## config.mk

```make
export PLATFORM = sky130hd
export DESIGN_NAME = serial_stack_loader
export DESIGN_NICKNAME = d
export VERILOG_FILES = /design/src/rtl/stack_pkg.sv /design/src/rtl/serial_shifter.sv /design/src/rtl/serial_stack_loader.sv
export SDC_FILE = /design/constraint.sdc
export NUM_CORES = 1
export LEC_CHECK = 0
export CAP_MARGIN = 20
export CORE_MARGIN = 5
export CORE_UTILIZATION = 44
export CTS_BUF_LIST = sky130_fd_sc_hd__clkbuf_16
export CTS_CLUSTER_SIZE = 8
export DETAILED_ROUTE_END_ITERATION = 6
export PLACE_DENSITY = 0.73
export SLEW_MARGIN = 5
export SYNTH_ARGS = -nofsm -noshare
export SYNTH_HDL_FRONTEND = slang
export SYNTH_HIERARCHICAL = 1
export SYNTH_SLANG_ARGS = --single-unit
```

## constraint.sdc

```tcl
create_clock -name clk -period 1.7 [get_ports clk]
set_clock_uncertainty 0.2 [all_clocks]
set_input_delay 0.34 -clock clk [delete_from_list [all_inputs] [get_ports clk]]
set_output_delay 0.34 -clock clk [all_outputs]
set_load 0.05 [all_outputs]
```

## src/rtl/stack_pkg.sv

```systemverilog
// Shared constants and types for the serial loader feeding the byte stack.
// Holds the stack geometry, the shifter state enum and the parity phase count.
package stack_pkg;

  localparam int STACK_WIDTH = 8;
  localparam int STACK_DEPTH = 8;

  // Bit-counter value at which the parity bit is sampled.
  localparam int PARITY_PHASE = STACK_WIDTH;

  typedef enum logic {
    S_IDLE  = 1'b0,
    S_SHIFT = 1'b1
  } shift_state_e;

endpackage

```

## src/rtl/serial_shifter.sv

```systemverilog
// Serial-to-parallel shifter: bit counter, shift register and sync restart.
// Ports: clk, clr, sin, sin_valid, sync in; o_done, o_byte, o_active out
// (plus o_parity_err when SERIAL_STACK_LOADER_PARITY_EN is defined).
module serial_shifter
  import stack_pkg::*;
#(
  parameter int WIDTH     = STACK_WIDTH,
  parameter bit MSB_FIRST = 1'b1
) (
  input  logic             clk,
  input  logic             clr,
  input  logic             sin,
  input  logic             sin_valid,
  input  logic             sync,
  output logic             o_done,
  output logic [WIDTH-1:0] o_byte,
  output logic             o_active
`ifdef SERIAL_STACK_LOADER_PARITY_EN
  ,
  output logic             o_parity_err
`endif
);

`ifdef SERIAL_STACK_LOADER_PARITY_EN
  localparam int LAST = PARITY_PHASE;
`else
  localparam int LAST = WIDTH - 1;
`endif
  localparam int CW = $clog2(LAST + 1);

  logic [CW-1:0]    r_cnt;
  logic [WIDTH-1:0] r_sh;
  logic [WIDTH-1:0] w_sh_nx;
  logic             w_last;
  shift_state_e     w_state;

  assign w_state  = (r_cnt == '0) ? S_IDLE : S_SHIFT;
  assign o_active = (w_state == S_SHIFT);

  assign w_last  = sin_valid & ~sync & (r_cnt == CW'(LAST));
  assign w_sh_nx = MSB_FIRST ? {r_sh[WIDTH-2:0], sin}
                             : {sin, r_sh[WIDTH-1:1]};

`ifdef SERIAL_STACK_LOADER_PARITY_EN
  logic r_perr;
  logic w_odd;

  // Even parity: data plus parity bit must hold an even count of ones.
  assign w_odd        = ^{r_sh, sin};
  assign o_done       = w_last & ~w_odd;
  assign o_byte       = r_sh;
  assign o_parity_err = r_perr;

  always_ff @(posedge clk) begin
    if (clr) r_perr <= 1'b0;
    else     r_perr <= w_last & w_odd;
  end
`else
  assign o_done = w_last;
  assign o_byte = w_sh_nx;
`endif

  always_ff @(posedge clk) begin
    if (clr) begin
      r_cnt <= '0;
      r_sh  <= '0;
    end else if (sync) begin
      r_cnt <= '0;
      r_sh  <= '0;
    end else if (sin_valid) begin
      r_cnt <= w_last ? '0 : r_cnt + CW'(1);
`ifdef SERIAL_STACK_LOADER_PARITY_EN
      // The parity bit is checked, never shifted into the data.
      if (r_cnt != CW'(PARITY_PHASE)) r_sh <= w_sh_nx;
`else
      r_sh <= w_sh_nx;
`endif
    end
  end

endmodule

```

## src/rtl/serial_stack_loader.sv

```systemverilog
// Serial loader for the byte stack: one-entry hold register, push, counters.
// Ports: clk, clr, sin, sin_valid, sync, full_in in; dout, push, busy,
// byte_cnt, overflow out. SERIAL_STACK_LOADER_PARITY_EN adds parity_err.
module serial_stack_loader
  import stack_pkg::*;
#(
  parameter int WIDTH     = STACK_WIDTH,
  parameter bit MSB_FIRST = 1'b1
) (
  input  logic             clk,
  input  logic             clr,
  input  logic             sin,
  input  logic             sin_valid,
  input  logic             sync,
  input  logic             full_in,
  output logic [WIDTH-1:0] dout,
  output logic             push,
  output logic             busy,
  output logic [7:0]       byte_cnt,
  output logic             overflow
`ifdef SERIAL_STACK_LOADER_PARITY_EN
  ,
  output logic             parity_err
`endif
);

  logic             w_done;
  logic [WIDTH-1:0] w_byte;
  logic             w_active;
  logic             w_push;

  logic [WIDTH-1:0] r_out;
  logic             r_pend;
  logic [7:0]       r_cnt;
  logic             r_ovf;

  serial_shifter #(
    .WIDTH    (WIDTH),
    .MSB_FIRST(MSB_FIRST)
  ) u_shift (
    .clk         (clk),
    .clr         (clr),
    .sin         (sin),
    .sin_valid   (sin_valid),
    .sync        (sync),
    .o_done      (w_done),
    .o_byte      (w_byte),
    .o_active    (w_active)
`ifdef SERIAL_STACK_LOADER_PARITY_EN
    ,
    .o_parity_err(parity_err)
`endif
  );

  assign w_push   = r_pend & ~full_in;
  assign push     = w_push;
  assign dout     = r_out;
  assign busy     = w_active | r_pend;
  assign byte_cnt = r_cnt;
  assign overflow = r_ovf;

  always_ff @(posedge clk) begin
    if (clr) begin
      r_out  <= '0;
      r_pend <= 1'b0;
      r_cnt  <= '0;
      r_ovf  <= 1'b0;
    end else begin
      if (w_push) r_cnt <= r_cnt + 8'd1;
      // A slot frees up when empty or being pushed this edge.
      if (w_done && (!r_pend || w_push)) begin
        r_out  <= w_byte;
        r_pend <= 1'b1;
      end else begin
        if (w_done) r_ovf <= 1'b1;
        if (w_push) r_pend <= 1'b0;
      end
    end
  end

endmodule

```

# After elaboration in Yosys (flattened, before gate mapping)
# Index checks and enable logic that the tools add are counted.
word_totals:
  register_bits: 28
  out_inout_bits: 19
op_classes:
  add_sub_neg: 2
  eq_ne: 1
  mux: 4
  n_bitwise: 7
  reduce_logical: 7
op_table:
  columns: ["operator", "count"]
  rows:
  - ["$add A8 B1 Y8 const B", 1]
  - ["$add A3 B1 Y3 const B", 1]
  - ["$and A1 B1 Y1", 3]
  - ["$eq A3 B3 Y1 const B", 1]
  - ["$logic_not A3 Y1", 1]
  - ["$mux W1", 3]
  - ["$mux W3", 1]
  - ["$not A1 Y1", 3]
  - ["$reduce_and A2 Y1", 1]
  - ["$reduce_bool A2 Y1", 1]
  - ["$reduce_or A2 Y1", 1]
  - ["$logic_and A1 B1 Y1", 1]
  - ["$logic_not A1 Y1", 1]
  - ["$logic_or A1 B1 Y1", 1]
  - ["$or A1 B1 Y1", 1]

# Logic depth before layout (Yosys ltp)
depth:
  depth_word: 6
  ltp_mapped: 7
  ltp_nobuf: 6

# Modules after synthesis
# The synthesis kept the hierarchy.
modules_own_cells:
  columns: ["module", "instances", "cells_per_inst", "area_each_um2", "seq_area_each_um2"]
  rows:
  - ["serial_stack_loader", 1, 87, 721.9, 360.3]
  - ["serial_shifter", 1, 44, 440.4, 200.2]

# Worst setup path before layout
# No wires, ideal clock.
synth_timing:
  kind: "register to register"
  startpoint: "register r_cnt[0] (netlist: byte_cnt[0])"
  endpoint: "register r_cnt[6] (netlist: byte_cnt[6])"
  setup_ns: 0.121
  arrival_ns: 1.609
  setup_slack_ns: -0.229
  stages_incl_launch_ff: 5
  path_buffers: 0
  synth_period_minus_slack_ns: 1.929
  path_cell_list: "dfxtp_1 ha_1 inv_1 nor4_1 mux2_2"
synth_via:
  elab_chain_len: 1
synth_rtl:
  columns: ["element", "line", "rtl"]
  rows:
  - ["start, declared", "serial_stack_loader.sv:34", "logic [7:0] r_cnt;"]
  - ["start signal, assigned", "serial_stack_loader.sv:69", "if (w_push) r_cnt <= r_cnt + 8'd1;"]
  - ["$add A8 B1 Y8", "serial_stack_loader.sv:69", null]
# No other way between the ends.
# A chain may end at the register's enable or synchronous reset.

# Final worst setup path
layout_timing:
  startpoint: "register u_shift.r_cnt[1]"
  endpoint: "output busy"
layout_via:
  elab_chain_len: 3
layout_rtl:
  columns: ["element", "line", "rtl"]
  rows:
  - ["start, declared", "serial_shifter.sv:31", "logic [CW-1:0] r_cnt;"]
  - ["start signal, assigned", "serial_shifter.sv:71", "r_cnt <= w_last ? '0 : r_cnt + CW'(1);"]
  - ["$logic_not A3 Y1", "serial_shifter.sv:37", "assign w_state = (r_cnt == '0) ? S_IDLE : S_SHIFT;"]
  - ["$mux W1", "serial_shifter.sv:37", null]
  - ["net w_active", "serial_stack_loader.sv:29", "logic w_active;"]
  - ["$or A1 B1 Y1", "serial_stack_loader.sv:58", "assign busy = w_active | r_pend;"]
  - ["end, declared", "serial_stack_loader.sv:18", "output logic busy,"]
# The timed path passes the listed nets, and every way through them passes these cells.

==> metrics.md <==
| Metric | Value |
|---|---|
| Final Hold Viols | 0 |
| Multiplexer share of the synthesized area | 7.97% |
| Sequential cell area | ~570 µm² |
| Crit start category | register |
| Routed met3 length | ~140 µm |
| Slew @ Worst Pin | 0.366 ns |
| Max Cap Viol | 0 |
| Area contributors post-synth | dfxtp_1 (48%), a21oi_1 (6.9%), nand2_1 (6.8%) |
| Fin nets | 179 |
| Power Dens Cells | between 700 and 800 nW/µm² |
| Post-Synth Simple-Gate Area | 23.6% |
| Die width | between 60 and 70 µm |
| Relative slew margins | approximately three quarters |
| Max Clk Rate | 0.575 GHz |
| First-pass GRT wire length | just over 5 mm |
| Number of global-route vias before repair | between 1,000 and 1,500 |
| Placed insts | 191 |
| Post-route cell area | around 1900 µm² |
| Crit Path Max Fanout | 3 |
| Worst setup EP type | primary output |
| RePlAce Congestion | 0.728 |
| # fillers | roughly 170 |
| Dominant cell type by area after synthesis | dfxtp_1 |
| Antenna violations before repair | 0 |
| Post-DP HPWL | roughly 2.1 mm |
| Largest net degree at the start of global routing | 17 |
| Port Buffers | 24 |
| Post-synth top area share | ~48% |
| Starting Density | between 40% and 50% |
| Post-synth EDFFs | 0 |
| Synth Instances | between 100 and 150 |
| Fin crit period | around 1.7 ns |
| Largest family of logic cells by synthesized area | simple AND/OR/NAND/NOR gates |
| CTS tree | done |
| Total CTS buffers | 3 |
| Layout cells sized above 1 | approximately 38% |
| Hold Crit Class | reg2reg |
| DRT met1 WL | roughly 1.3 mm |
| Hold_ws | approximately 0.27 ns |
| Vias per std cell | approximately 5.3 |
| Via count | 1,051 |
| Top-count cell post-synth | dfxtp_1 |
| Final Max Tran Viols | 0 |
| Clock Latency Late Sink | between 0.2 and 0.3 ns |
| Top Ports | 25 |
| Pre-antenna DRT Iters | 4 |
| Post-Layout Cell Count | approximately 200 |
| H-tree lvl count | 1 |
| Vert. Die Dim | 61.4 µm |
| Unrepaired setup endpoints after global routing | true |
| Yosys reg bits | 28 |
| Prevailing post-synth register cell | dfxtp_1 |
| Reg clk slew, reported paths | around 0.070 ns |
| Worst setup margin | -0.0377 ns |
| Clock sink count | 28 |
| Final wirelength | ~3.1 mm |
| Number of DRC markers in iteration 0 | 29 |
| Crit path DAT | ~1.2 ns |
| YS warnings | 6 |
| Register-to-register setup slack | -0.04 ns |
| Met2 Routed Length | approximately 1.7 mm |
| CP Class | reg2out |
| Synth Area in Adders | 4.31% |
| XOR/XNOR Fraction of Synth Area | ~1.5% |
| Failing checks | setup timing |
| Hold buffer count at cts | 0 |
| Sequential area share after synthesis | between 40% and 50% |
| ANT nets after route | 0 |
| Post-synthesis cell area | ~1200 µm² |
| Ant diodes | 0 |
| Post-synthesis cell type count | 30 |
| Avg WL per Cell | between 15 and 20 µm |
| Synth Area in Compound Gates | about a tenth |
| Status | finished, violations left |
| Layout area overhead | 63.3% |
| Synth cell count leaders | dfxtp_1 (28), nand2_1 (21), a21oi_1 (16) |
| Area of the multi-input gates | between 600 and 700 µm² |
| CTS max path bufs | 2 |
| Global route overflow | 0 |
| Syn Area/Cell | slightly below 9 µm² |
| Synth Net Count | ~140 |
| Post-place setup slack | -0.301 ns |
| Core Box Area | between 2000 and 2500 µm² |
| Core Util, Final | between 70% and 80% |
| Peak VDD IR | 0.000868 V |
| Top Metal Used | met4 |
| Placed cell areas | about 1700 µm² |
| Worst path required time | ~1.2 ns |
| Std-Cell Rows | 18 |
| Leak | between 0.7 and 0.8 nW |
| Final worst path period share | 102% |
| Final-report setup violation count | 4 |
| Die area | 3770 µm² |
| GRT Overall Usage | between 10% and 20% |
| DRC Markers | 0 |
| Ys async rst share | 0% |
| Clock tree root buffer cell | clkbuf_16 |
[placed cells by master (no fill, tap or decap), types with 2 or more instances in the layout]
cell type,instances
nand2_1,19
nand2_2,2
nor4_1,2
clkbuf_16,3
or3_1,2
mux2_2,2
dfxtp_1,21
a21oi_2,5
inv_2,2
nor2b_1,2
o21ai_0,2
nand2b_1,4
nand3b_1,3
clkdlybuf4s50_1,4
buf_4,14
nand3_1,3
buf_12,19
dfxtp_2,6
a21oi_1,11
inv_1,2
ha_1,3
nor2_1,13
mux2i_1,7
[worst max-delay path: stages, from the launching register on]
cell      delay (ns)
dfxtp_2         0.33
inv_1           0.05
ha_1            0.13
nand2b_1        0.05
or2_4           0.23
buf_12          0.15
[timing repair]
item / in CTS / in global routing
endpoints found under the hold margin: 0 / 0
pin swaps: 1 / 2
endpoints found under the setup margin: 13 / 11
buffers inserted: 1 / 2
gates resized for setup: 11 / 13
[per-stage QoR]
step                power [mW]  TNS [ns]
global route              1.46    -0.681
CTS                       1.43    -0.128
finish                    1.42    -0.115
detailed placement       0.740     -3.09
global placement         0.737     -2.29
floorplan                0.710  -0.00827
[report_power, final]
group          total [mW]  switching [mW]  internal, mW
sequential          0.659         0.00241         0.657
combinational      0.0713          0.0371        0.0342
clock               0.689           0.220         0.469
[state kept, by name (all words and copies together), names as in the netlist]
register,count
u_shift/r_cnt,3
u_shift/r_sh,7
overflow,1
r_pend,1
byte_cnt,8
dout,8
[final timing paths]
kind,to,from,cells after the start
setup / recovery,busy,u_shift/r_cnt[1]$_SDFFE_PP0P_,5
hold / removal,dout[7]$_SDFFE_PP0P_,u_shift/r_sh[6]$_SDFFE_PP0P_,2
hold reg to reg,dout[7]$_SDFFE_PP0P_,u_shift/r_sh[6]$_SDFFE_PP0P_,2
setup reg to reg,overflow$_SDFFE_PP0P_,u_shift/r_cnt[0]$_SDFFE_PP0P_,7
[layout make-up]
type	instances	share of cell area (%)
Sequential cell	28	30.1
Tap cell	30	1.98
Clock inverter	1	1.58
Inverter	4	0.791
Multi-Input combinational cell	93	32.8
Clock buffer	3	3.96
Timing Repair Buffer	39	28.7
[layer usage]
layer	vias up	track usage (%)
met1	507	20.1
met3	6	5.87
met2	24	33.2
met4	0	9.09
met5	-	0
li1	514	-
[logic make-up after synthesis]
| family | Yosys count |
|---|---|
| muxes | 9 |
| xor gates and xnor gates | 2 |
| AOI/OAI and AO/OA | 22 |
| adders and majority gates | 4 |
| DFF | 28 |
| and+or+nand+nor | 56 |
| buffers and inverters | 10 |
(Power assumes the default switching activity.)
